==> src/rtl/inst_fetch.sv <==
// ---------------------------------------------------------------------------
// inst_fetch -- instruction fetch stage of the RISC-V core.
//
// Holds the program counter, drives the word address to a synchronous-read
// code ROM (1-cycle latency, no enable), pairs each returned word with its
// PC and buffers it in a 2-entry queue that feeds decode over valid/ready.
// Execute can redirect fetch at any time; a redirect flushes everything
// younger than the new PC.
//
// Ports:
//   m_clock        in   1  clock, rising edge
//   p_reset        in   1  asynchronous reset, active low
//   rom_addr       out 32  ROM word address {2'b00, fetch_pc[31:2]}
//   rom_rdata      in  32  ROM data for rom_addr of the previous cycle
//   out_valid      out  1  instruction available to decode
//   out_ready      in   1  decode accepts this cycle
//   out_inst       out 32  instruction word at queue head
//   out_pc         out 32  byte PC of out_inst
//   redirect_valid in   1  flush and restart fetch
//   redirect_pc    in  32  new byte PC (bits [1:0] forced to 0)
// ---------------------------------------------------------------------------
module inst_fetch #(
   parameter logic [31:0] RESET_PC = 32'h0000_0000,
   parameter int          QDEPTH   = 2
) (
   input  logic        m_clock,
   input  logic        p_reset,
   output logic [31:0] rom_addr,
   input  logic [31:0] rom_rdata,
   output logic        out_valid,
   input  logic        out_ready,
   output logic [31:0] out_inst,
   output logic [31:0] out_pc,
   input  logic        redirect_valid,
   input  logic [31:0] redirect_pc
);

   // Queue capacity as used by the issue credit check.
   localparam logic [2:0] QCAP = 3'(QDEPTH);

   // ----------------------------------------------------------------------
   // State
   // ----------------------------------------------------------------------
   logic [31:0] fetch_pc_q,    fetch_pc_d;
   logic        inflight_q,    inflight_d;
   logic [31:0] inflight_pc_q, inflight_pc_d;
   logic        head_q,        head_d;
   logic [1:0]  count_q,       count_d;
   logic [31:0] ent_inst_q [2];
   logic [31:0] ent_pc_q   [2];

   // ----------------------------------------------------------------------
   // Handshake / credit
   // ----------------------------------------------------------------------
   logic       pop;
   logic       push;
   logic       issue;
   logic       tail;
   logic [2:0] occ_after;

   // Low PC bits of a redirect target are discarded by design.
   logic unused_redirect_lo;
   assign unused_redirect_lo = ^redirect_pc[1:0];

   // The head word is killed in a redirect cycle, so it cannot transfer.
   assign out_valid = (count_q != 2'd0) && !redirect_valid;
   assign pop       = out_valid && out_ready;

   // Returned data only counts while no redirect is flushing it.
   assign push      = inflight_q && !redirect_valid;

   // Slots committed next cycle: queued + in flight - leaving now. Issuing
   // only while this stays below capacity means every word in flight has a
   // guaranteed slot, so the queue can never overflow.
   assign occ_after = 3'(count_q) + 3'(inflight_q) - 3'(pop);
   assign issue     = !redirect_valid && (occ_after < QCAP);

   // Write slot. With count==2 a push only happens alongside a pop, in which
   // case head+2 == head is exactly the slot being vacated.
   assign tail      = head_q ^ count_q[0];

   // fetch_pc only moves on issue or redirect, so the ROM address is frozen
   // on non-issue cycles and the data returned for it is simply ignored.
   assign rom_addr  = {2'b00, fetch_pc_q[31:2]};
   assign out_inst  = ent_inst_q[head_q];
   assign out_pc    = ent_pc_q[head_q];

   // ----------------------------------------------------------------------
   // Next state
   // ----------------------------------------------------------------------
   always_comb begin
      fetch_pc_d    = fetch_pc_q;
      inflight_d    = 1'b0;
      inflight_pc_d = inflight_pc_q;
      head_d        = head_q;
      count_d       = count_q;

      if (redirect_valid) begin
         fetch_pc_d = {redirect_pc[31:2], 2'b00};
         head_d     = 1'b0;
         count_d    = 2'd0;
      end else begin
         if (issue) begin
            inflight_d    = 1'b1;
            inflight_pc_d = fetch_pc_q;
            fetch_pc_d    = fetch_pc_q + 32'd4;   // wraps silently at 2^32
         end
         if (pop) begin
            head_d = ~head_q;
         end
         count_d = count_q + 2'(push) - 2'(pop);
      end
   end

   // ----------------------------------------------------------------------
   // Registers
   // ----------------------------------------------------------------------
   always_ff @(posedge m_clock or negedge p_reset) begin
      if (!p_reset) begin
         fetch_pc_q    <= RESET_PC;
         inflight_q    <= 1'b0;
         inflight_pc_q <= 32'd0;
         head_q        <= 1'b0;
         count_q       <= 2'd0;
      end else begin
         fetch_pc_q    <= fetch_pc_d;
         inflight_q    <= inflight_d;
         inflight_pc_q <= inflight_pc_d;
         head_q        <= head_d;
         count_q       <= count_d;
      end
   end

   // Queue storage. Entries reset to zero so out_inst/out_pc read 0 after
   // reset; afterwards stale entries are harmless because out_valid gates them.
   always_ff @(posedge m_clock or negedge p_reset) begin
      if (!p_reset) begin
         for (int i = 0; i < 2; i++) begin
            ent_inst_q[i] <= 32'd0;
            ent_pc_q[i]   <= 32'd0;
         end
      end else if (push) begin
         ent_inst_q[tail] <= rom_rdata;
         ent_pc_q[tail]   <= inflight_pc_q;
      end
   end

endmodule

==> config.mk <==
export PLATFORM = sky130hd
export DESIGN_NAME = inst_fetch
export DESIGN_NICKNAME = d
export VERILOG_FILES = /design/src/rtl/inst_fetch.sv
export SDC_FILE = /design/constraint.sdc
export NUM_CORES = 1
export LEC_CHECK = 0
export BUFFER_PORTS_ARGS = -buffer_cell sky130_fd_sc_hd__buf_2
export CAP_MARGIN = 40
export CORE_UTILIZATION = 57
export DETAILED_ROUTE_END_ITERATION = 16
export PLACE_DENSITY_LB_ADDON = 0.25
export SETUP_SLACK_MARGIN = 0.4
export SYNTH_ARGS = -nofsm -noshare
export SYNTH_HDL_FRONTEND = slang
export SYNTH_SLANG_ARGS = --single-unit
==> constraint.sdc <==
create_clock -name m_clock -period 5.6 [get_ports m_clock]
set_input_delay 1.68 -clock m_clock [delete_from_list [all_inputs] [get_ports m_clock]]
set_output_delay 1.68 -clock m_clock [all_outputs]
set_load 0.01 [all_outputs]
==> results of run 1 <==
[cell families after synthesis]
| logic type | Yosys count | share of synthesized area, % |
|---|---|---|
| mux | 217 | 28.6 |
| flops | 188 | 55.2 |
| simple gates | 117 | 7.65 |
| compound gates | 52 | 3.99 |
| buf+inv | 46 | 2.82 |
| xor+xnor | 10 | 1.12 |
| fa+ha+maj | 3 | 0.529 |
| other cells | 1 | 0.0440 |
[cell usage after synthesis]
cell      number  area (um^2)
o21ai_0       13         65.1
nand4_4        1         21.3
buf_2         18         90.1
nand3_1       14         70.1
o31a_1         2         17.5
o211ai_1       5         37.5
and3_1         8         50.1
a31oi_1       16          100
buf_6          4         45.0
nor4_1         1         6.26
nor2b_1        1         6.26
nand4_1       11         68.8
xnor2_1        1         8.76
nand2b_1       2         12.5
nand2_1       28          105
dfrtp_1      188         4700
and4_1         5         43.8
xor2_1         8         70.1
inv_1          3         11.3
clkbuf_1      15         56.3
buf_4          4         30.0
mux2_2       215         2420
nand2_2        1         6.26
xnor2_2        1         16.3
ha_1           2         25.0
o31ai_1       14          105
or3_1          2         12.5
mux2i_1        2         20.0
and2_1         4         25.0
nor4bb_1       1         10.0
o21ba_2        1         10.0
buf_1          2         7.51
conb_1         1         3.75
a21oi_1        1         5.00
nor2_1        19         71.3
fa_1           1         20.0
or4_1         19          143
[flip-flops by register name, summed over array words and instances, names as in the netlist]
register	cells
fetch_pc_q	30
ent_pc_q	60
inflight_pc_q	30
count_q	2
inflight_q	1
head_q	1
ent_inst_q	64
[per-stage QoR]
| step | cell area [um^2] | utilization, % | worst slack, ns | total power, W |
|---|---|---|---|---|
| global route | 10100 | 69.7 | 0.933 | 0.00600 |
| finish | 10100 | 69.7 | 1.21 | 0.00566 |
| global placement | 9430 | 64.9 | 0.904 | 0.00426 |
| CTS | 10100 | 69.7 | 1.27 | 0.00572 |
| floorplan | 8530 | - | 1.56 | 0.00371 |
| detailed placement | 9480 | 65.2 | 0.815 | 0.00441 |
[power by group]
part / internal (W) / switching [W]
Sequential: 0.00196 / 0.000361
Clock: 0.000796 / 0.000503
Combinational: 0.00115 / 0.000890
[layout make-up]
type                    instances  area (um^2)
fillers                      1033         4410
flip-flops and latches        188         4710
repair buffers                169          927
well taps                     184          230
clock inverters                 9          159
multi-input cells             403         3600
clock buffers                  23          488
inverters                       3         11.3
[layer usage]
layer	track usage, %	part of all wire [%]	vias up	wire length (um)
li1	-	-	2609	-
met1	33.3	43	2840	7770
met2	38.3	49	174	8680
met3	5.67	5.6	34	1000
met4	10.7	2.4	0	422
met5	0	0	-	0
[critical path, stage by stage]
cell     delay [ns]
buf_2          0.11
o21ba_2        0.23
nand2_1        0.11
nor2_1         0.18
o21ai_0        0.14
fa_1           0.42
xnor2_2        0.60
nand4_4        0.47
or4_1          0.60
a31oi_1        0.20
[worst min-delay path by stage]
| stage | endpoint | depth (start not counted) |
|---|---|---|
| after floorplan | inflight_pc_q[16]$_DFFE_PN0P_ | 2 |
| after global placement | inflight_pc_q[16]$_DFFE_PN0P_ | 2 |
| after detailed placement | ent_pc_q[28]$_DFFE_PN0P_ | 1 |
| after CTS | ent_pc_q[28]$_DFFE_PN0P_ | 1 |
| after global routing | ent_inst_q[37]$_DFFE_PN0P_ | 1 |
| final | ent_pc_q[28]$_DFFE_PN0P_ | 1 |
[layout by cell type, fill, tap and decap left out, types with 4 or more instances in the layout]
master,instances
nand4_1,11
mux2_2,215
clkbuf_8,5
clkinvlp_4,4
and3_1,7
o211ai_1,5
or4_1,19
nand3_1,13
and2_1,4
xor2_1,8
o21ai_0,13
and4_1,5
bufinv_16,4
a31oi_1,16
dfrtp_1,187
buf_2,157
conb_1,4
clkbuf_16,17
buf_4,8
nor2_1,18
nand2_1,28
o31ai_1,14
==> impl_metrics.csv, run 1 <==
group,metric,value,unit
clock_tree,cts_buffers,17,
logic_synthesis,syn_area,8520,um^2
die,initial_utilization,58.6,%
worst_setup_path,r2r-end,"fetch_pc_q[17]$_DFFE_PN0P_",
worst_setup_path,crit_end,"fetch_pc_q[17]$_DFFE_PN0P_",
route,vias_per_cell,5.78,
route,wire_per_inst,18.3,um
route,num_vias,5657,
placed_design,numPortBuffers,158,
clock_tree,cts_root_buf,"clkbuf_16",
clock_tree,clock_sinks,188,
timing,hold_slack,0.501,ns
timing,maxSlewHeadroom,50.9,%
timing,setup_viol,0,
worst_setup_path,cp_max_fo,26,
route,drc,0,
global_route,antenna_found_initial,0,
die,rows,44,
die,die_y,124,um
route,wl,17900,um
timing,fmax,228,MHz
route,drt-pass1-iter-count,5,
timing,period_needed,4.39,ns
timing,fin_tns_setup,0,ns
worst_hold_path,min_from,"ent_pc_q[28]$_DFFE_PN0P_",
layout,stdcell_count,979,
layout,drive_above_1_share,53.1,%
logic_synthesis,synth_area_per_cell,13.4,um^2
logic_synthesis,synthCells,634,
layout,nNetsFinal,853,
power,power_density,559,nW/um^2
logic_synthesis,ys_warn_count,0,
clock_tree,clk_path_buf_depth,2,
global_route,grt_overflow,0,
power,peakVddDrop,309,uV
global_route,grt_max_degree,70,
logic_synthesis,synth-seq-area-share,55.2,%
die,die-width,124,um
clock_tree,postCtsSetupBuffers,0,
layout,diodes,0,
route,drt-initial-drc-count,405,
global_route,grt_pass1_vias,5852,
route,ant_nets,0,
outcome,status,"complete, no violations",
logic_synthesis,ys_ff_latch,188,
worst_setup_path,regToRegSetupSlack,2.10,ns
placed_design,dpl.cell_count,947,
timing,skew,0.00802,ns
worst_setup_path,crit_required,5.95,ns
clock_tree,cts_hold_buf,0,
worst_hold_path,min-delay-path-class,"flip-flop to flip-flop",
worst_setup_path,critPathKind,"input port to flip-flop",
worst_setup_path,crit_path_end_kind,"flip-flop",
clock_tree,cts_tree,"built",
layout,areaGrowthSynthToFinish,18.8,%
global_route,grt.total_usage,24.6,%
clock_tree,cts_resized,0,
worst_setup_path,worstReg2RegStart,"count_q[1]$_DFF_PN0_",
clock_tree,clock_latency,0.43,ns
placed_design,dp_hpwl,12200,um
timing,period_share,78.4,%
worst_setup_path,startpoint_type,"input port",
logic_synthesis,synthDistinctLibCells,37,
timing,rsz0062_at_grt,"false",
worst_setup_path,worstPathArrival,4.74,ns
die,core_area,14500,um^2
clock_tree,clkTransAtPathRegs,0.07,ns
power,leakage,4.43,nW
die,io_pins,165,
placed_design,gp_congestion,0.830,
timing,tightest_slew,0.733,ns
worst_setup_path,crit_start,"redirect_valid",
timing,finalMaxSlewViolations,0,
timing,hold_viol_final,0,
global_route,grt_pass1_wl,30100,um
flow_run,max_cap_violations,0,
worst_setup_path,reg2regPathDepth,9,
die,dieArea,15400,um^2
clock_tree,htree_num_levels,4,
Power figures use the tool's default switching activity.
==> run 2, diff against run 1 <==
Settings changed: CORE_UTILIZATION 57 to 50.
Clock period 5.6 ns to 3.7 ns, I/O delays scaled along.
==> run 2 against run 1 <==
Final cell count increased by 4.1%; clock skew decreased by 0.00077 ns; die area grew 14%; via count up 1.3%; combinational power is 55% higher; worst setup slack got worse by 0.73 ns; power grew 51%; critical path type unchanged.
==> impl_metrics.csv, run 2 (same netlist as run 1, synthesis figures left out) <==
group,metric,value,unit
layout,largest_reg_flops,64,
clock_tree,clock_latency,0.42,ns
layout,largestRegisters,"ent_inst_q (64), ent_pc_q (60)",
worst_setup_path,worstPathArrival,3.56,ns
clock_tree,htree_num_levels,4,
global_route,grt_overflow,0,
die,die-width,133,um
timing,hold_viol_final,0,
clock_tree,clkTransAtPathRegs,0.06,ns
worst_setup_path,cp_max_fo,13,
outcome,status,"complete, no violations",
die,initial_utilization,51.4,%
timing,fmax,311,MHz
die,io_pins,165,
power,leakage,4.47,nW
worst_setup_path,crit_path_end_kind,"flip-flop",
worst_setup_path,startpoint_type,"input port",
timing,finalMaxSlewViolations,0,
layout,top_register,"ent_inst_q",
power,p_total,0.00854,W
worst_hold_path,min-delay-path-class,"flip-flop to flip-flop",
route,num_vias,5729,
worst_setup_path,critPathKind,"input port to flip-flop",
die,rows,47,
route,vias_per_cell,5.62,
timing,fin_tns_setup,0,ns
clock_tree,clock_sinks,188,
flow_run,max_cap_violations,0,
timing,period_share,87.0,%
power,peakVddDrop,476,uV
layout,fillers,1325,
global_route,grt.total_usage,21.8,%
global_route,grt_max_degree,83,
clock_tree,cts_buffers,17,
layout,register_area,4710,um^2
route,ant_nets,0,
layout,multiInputGateArea,3650,um^2
route,drc,0,
die,die_y,133,um
clock_tree,cts_tree,"built",
layout,areaGrowthSynthToFinish,20.0,%
die,dieArea,17600,um^2
timing,setup_viol,0,
placed_design,dp_slack,0.0181,ns
timing,period_needed,3.22,ns
route,drt-initial-drc-count,297,
placed_design,gp_congestion,0.801,
global_route,grt_pass1_vias,5874,
layout,nNetsFinal,859,
route,wl,18600,um
layout,drive_above_1_share,53.5,%
timing,tightest_slew,0.670,ns
global_route,grt_pass1_wl,30000,um
timing,finalWorstSetupSlack,0.480,ns
route,wire_per_inst,18.3,um
layout,layout_commonest_cell,"mux2_2",
route,drt-pass1-iter-count,4,
worst_setup_path,crit_required,4.04,ns
power,power_density,836,nW/um^2
placed_design,numPortBuffers,158,
layout,layout_common_cells,"215 x mux2_2, 187 x dfrtp_1, 157 x buf_2",
global_route,antenna_found_initial,0,
clock_tree,clk_path_buf_depth,2,
die,core_area,16600,um^2
placed_design,dp_hpwl,12500,um
timing,rsz0062_at_grt,"true",
timing,skew,0.00725,ns
timing,maxSlewHeadroom,55.3,%
clock_tree,cts_root_buf,"clkbuf_16",
==> run 2: layer usage <==
metal,vias to the layer above,global-route usage (%),wire length (um)
met3,24,5.90,1030
met2,178,35.6,9160
met4,0,7.66,306
met1,2911,27.8,8110
met5,-,0,0
li1,2616,-,-
==> run 2: area by class of cell <==
cell class                      count  area share (%)
Sequential cell                   188            46.0
Multi-Input combinational cell    404            35.7
Timing Repair Buffer              174            9.61
Clock buffer                       23            4.77
Tap cell                          220            2.69
Clock inverter                      6            1.09
Inverter                            3           0.110
Antenna cell                        1          0.0245
==> run 2: per-stage QoR <==
| stage | std cells | area (um^2) | utilization (%) | hold slack, ns |
|---|---|---|---|---|
| after floorplan | 637 | 8550 | - | 0.460 |
| after global placement | 987 | 9590 | 57.8 | 0.482 |
| after detailed placement | 987 | 9590 | 57.8 | 0.492 |
| after CTS | 1016 | 10200 | 61.4 | 0.506 |
| after global routing | 1018 | 10200 | 61.6 | 0.512 |
| final | 1019 | 10200 | 61.6 | 0.500 |
==> run 2: power breakdown <==
group / total (W) / leakage, nW / internal (W) / switching, W
Clock: 0.00186 / 0.291 / 0.00113 / 0.000737
Sequential: 0.00351 / 2.23 / 0.00297 / 0.000540
Combinational: 0.00317 / 1.95 / 0.00180 / 0.00138
Total: 0.00854 / 4.47 / 0.00589 / 0.00265
==> run 2: timing repair <==
item	4_1_cts	5_1_grt
endpoints found under the setup margin	0	9
setup buffers	0	1
hold buffers	0	0
gates resized for setup	0	1
==> run 2: final timing paths <==
kind	depth (start not counted)	slack, ns	from	endpoint
max	10	0.48	redirect_valid	fetch_pc_q[17]$_DFFE_PN0P_
min	1	0.50	ent_pc_q[29]$_DFFE_PN0P_	ent_pc_q[29]$_DFFE_PN0P_
max reg2reg	9	0.73	count_q[1]$_DFF_PN0_	fetch_pc_q[17]$_DFFE_PN0P_
min reg2reg	1	0.50	ent_pc_q[29]$_DFFE_PN0P_	ent_pc_q[29]$_DFFE_PN0P_
max in group asynchronous	2	2.13	p_reset	head_q$_DFFE_PN0P_
min in group asynchronous	1	0.71	p_reset	ent_inst_q[40]$_DFFE_PN0P_
==> run 2: worst max-delay path: stages <==
cell     delay [ns]
buf_2          0.12
o21ba_4        0.23
nand2_4        0.07
nor2_4         0.13
o21ai_1        0.09
fa_1           0.51
and4_1         0.31
nand4_4        0.23
or4_1          0.54
a31oi_1        0.20
==> run 3, diff against run 2 <==
Settings changed: CORE_UTILIZATION 50 to 55.
Clock period 3.7 ns to 3.5 ns, I/O delays scaled along.
==> run 3 against run 2 <==
Critical path depth is the same; register-to-register slack lost 0.16 ns; clock skew shrank 0.0018 ns; via count grew 1.3%; core utilization grew 6.1 points; critical endpoint is now fetch_pc_q[24]$_DFFE_PN0P_.
==> impl_metrics.csv, run 3 (same netlist as run 1, synthesis figures left out) <==
group,metric,value,unit
worst_setup_path,path_cells,"buf_2, o21ba_4, nand2_4, nor2_4, o21ai_1, fa_2, and4_4, nand4_4, or4_1, a31oi_1",
power,leakage,4.50,nW
global_route,grt_max_degree,67,
worst_hold_path,min-delay-path-class,"flip-flop to flip-flop",
worst_setup_path,cpMaxStageDelayCell,"fa_2",
flow_run,max_cap_violations,0,
timing,tightest_slew,0.529,ns
layout,final_area,10300,um^2
placed_design,numPortBuffers,158,
power,combPwrFrac,38.1,%
worst_setup_path,crit_path_end_kind,"flip-flop",
route,ant_nets,0,
layout,diodes,0,
die,die_y,126,um
layout,fillers,1102,
timing,period_needed,3.12,ns
worst_setup_path,critPathKind,"input port to flip-flop",
worst_setup_path,regToRegSetupSlack,0.57,ns
clock_tree,cts_tree,"built",
power,swShare,31.1,%
route,drt-initial-drc-count,290,
worst_setup_path,crit_start,"redirect_valid",
global_route,grt_pass1_vias,6013,
timing,period_share,89.2,%
power,p_int,0.00619,W
route,wl,18400,um
power,power_density,875,nW/um^2
clock_tree,htree_num_levels,4,
die,dieArea,16000,um^2
power,p_total,0.00898,W
power,peakVddDrop,437,uV
clock_tree,cts_buffers,17,
layout,layout_common_cells,"215 x mux2_2, 187 x dfrtp_1, 157 x buf_2",
die,initial_utilization,56.3,%
global_route,antenna_found_initial,1,
timing,hold_slack,0.499,ns
placed_design,placed_area,9580,um^2
worst_hold_path,min_from,"ent_pc_q[30]$_DFFE_PN0P_",
global_route,grt.total_usage,24.3,%
worst_setup_path,critPathMaxStageDelay,0.56,ns
layout,multiInputGateArea,3690,um^2
timing,finalMaxSlewViolations,0,
timing,maxSlewHeadroom,64.7,%
die,io_pins,165,
global_route,grt_pass1_wl,30200,um
route,wire_per_inst,18.5,um
worst_setup_path,cp_max_fo,7,
power,power.switching,0.00279,W
worst_setup_path,worstReg2RegStart,"count_q[1]$_DFF_PN0_",
die,die-width,126,um
route,drc,0,
worst_setup_path,worstPathArrival,3.46,ns
timing,rsz0062_at_grt,"true",
clock_tree,clkTransAtPathRegs,0.06,ns
die,core_area,15100,um^2
layout,register_area,4710,um^2
worst_setup_path,reg2regPathDepth,9,
layout,top_register,"ent_inst_q",
placed_design,dp_slack,-0.114,ns
clock_tree,clock_latency,0.42,ns
timing,setup_viol,0,
die,rows,45,
clock_tree,clock_sinks,188,
timing,finalWorstSetupSlack,0.378,ns
layout,drive_above_1_share,54.4,%
timing,skew,0.00541,ns
worst_hold_path,worstHoldPathCells,1,
layout,largest_reg_flops,64,
power,pwr-share-clk,20.5,%
worst_setup_path,r2r-end,"fetch_pc_q[24]$_DFFE_PN0P_",
layout,areaGrowthSynthToFinish,20.4,%
route,vias_per_cell,5.84,
outcome,status,"complete, no violations",
layout,layout_commonest_cell,"mux2_2",
layout,nNetsFinal,865,
route,drt-pass1-iter-count,4,
worst_setup_path,crit_required,3.83,ns
global_route,grt_overflow,0,
worst_hold_path,whs_endpoint,"ent_pc_q[30]$_DFFE_PN0P_",
layout,final_util,67.8,%
timing,hold_viol_final,0,
placed_design,gp_congestion,0.902,
worst_setup_path,startpoint_type,"input port",
clock_tree,cts_root_buf,"clkbuf_16",
layout,largestRegisters,"ent_inst_q (64), ent_pc_q (60)",
placed_design,dp_hpwl,12100,um
timing,fmax,320,MHz
route,num_vias,5802,
clock_tree,clk_path_buf_depth,2,
power,seqPwrFrac,41.3,%
-- run 3: per-layer routing --
layer | vias up | track usage [%] | wire (um)
met5 | - | 0 | 0
li1 | 2631 | - | -
met4 | 0 | 9.28 | 443
met1 | 2949 | 29.9 | 7770
met2 | 185 | 41.4 | 9100
met3 | 37 | 5.82 | 1060
-- run 3: layout make-up --
cell class | instances | share of cell area, %
clock inverter | 4 | 0.536
multi-input combinational | 405 | 35.9
inverter | 3 | 0.110
tap | 188 | 2.29
timing repair buffer | 179 | 10.2
sequential | 188 | 45.9
clock buffer | 26 | 5.06
-- run 3: metrics by stage --
| stage | cells | TNS [ns] |
|---|---|---|
| final | 993 | 0 |
| after global routing | 993 | 0 |
| after CTS | 991 | 0 |
| after global placement | 956 | -0.0775 |
| after floorplan | 637 | 0 |
| after detailed placement | 956 | -0.494 |
-- run 3: how the worst max path moves through the flow --
stage	to	slack, ns	cells after the start
after global routing	fetch_pc_q[24]$_DFFE_PN0P_	0.33	10
after global placement	fetch_pc_q[24]$_DFFE_PN0P_	-0.02	10
after detailed placement	fetch_pc_q[24]$_DFFE_PN0P_	-0.11	10
final	fetch_pc_q[24]$_DFFE_PN0P_	0.38	10
after floorplan	fetch_pc_q[31]$_DFFE_PN0P_	0.25	10
after CTS	fetch_pc_q[24]$_DFFE_PN0P_	0.38	10
-- run 3: timing repair --
action	CTS	global route
gates resized for setup	0	9
pin swaps	1	4
gates cloned	2	0
buffers inserted	3	2
hold buffers	0	0
setup endpoints to repair	6	49
-- run 3: worst max-delay path: cells and delay by family --
kind                     cells  cell delay (ns)
AO/OA/AOI/OAI                3             0.55
buffers and inverters        1             0.12
AND/OR/NAND/NOR              5             1.17
adder cells (fa/ha/maj)      1             0.56
-- run 3: power groups by stage --
| stage | Combinational, W | Sequential [W] | Clock (W) |
|---|---|---|---|
| 2_1_floorplan | 0.00239 | 0.00356 | 0 |
| 3_3_place_gp | 0.00329 | 0.00364 | 0 |
| 3_5_place_dp | 0.00339 | 0.00374 | 0 |
| 4_1_cts | 0.00343 | 0.00371 | 0.00189 |
| 5_1_grt | 0.00371 | 0.00385 | 0.00198 |
| 6_report | 0.00342 | 0.00371 | 0.00184 |
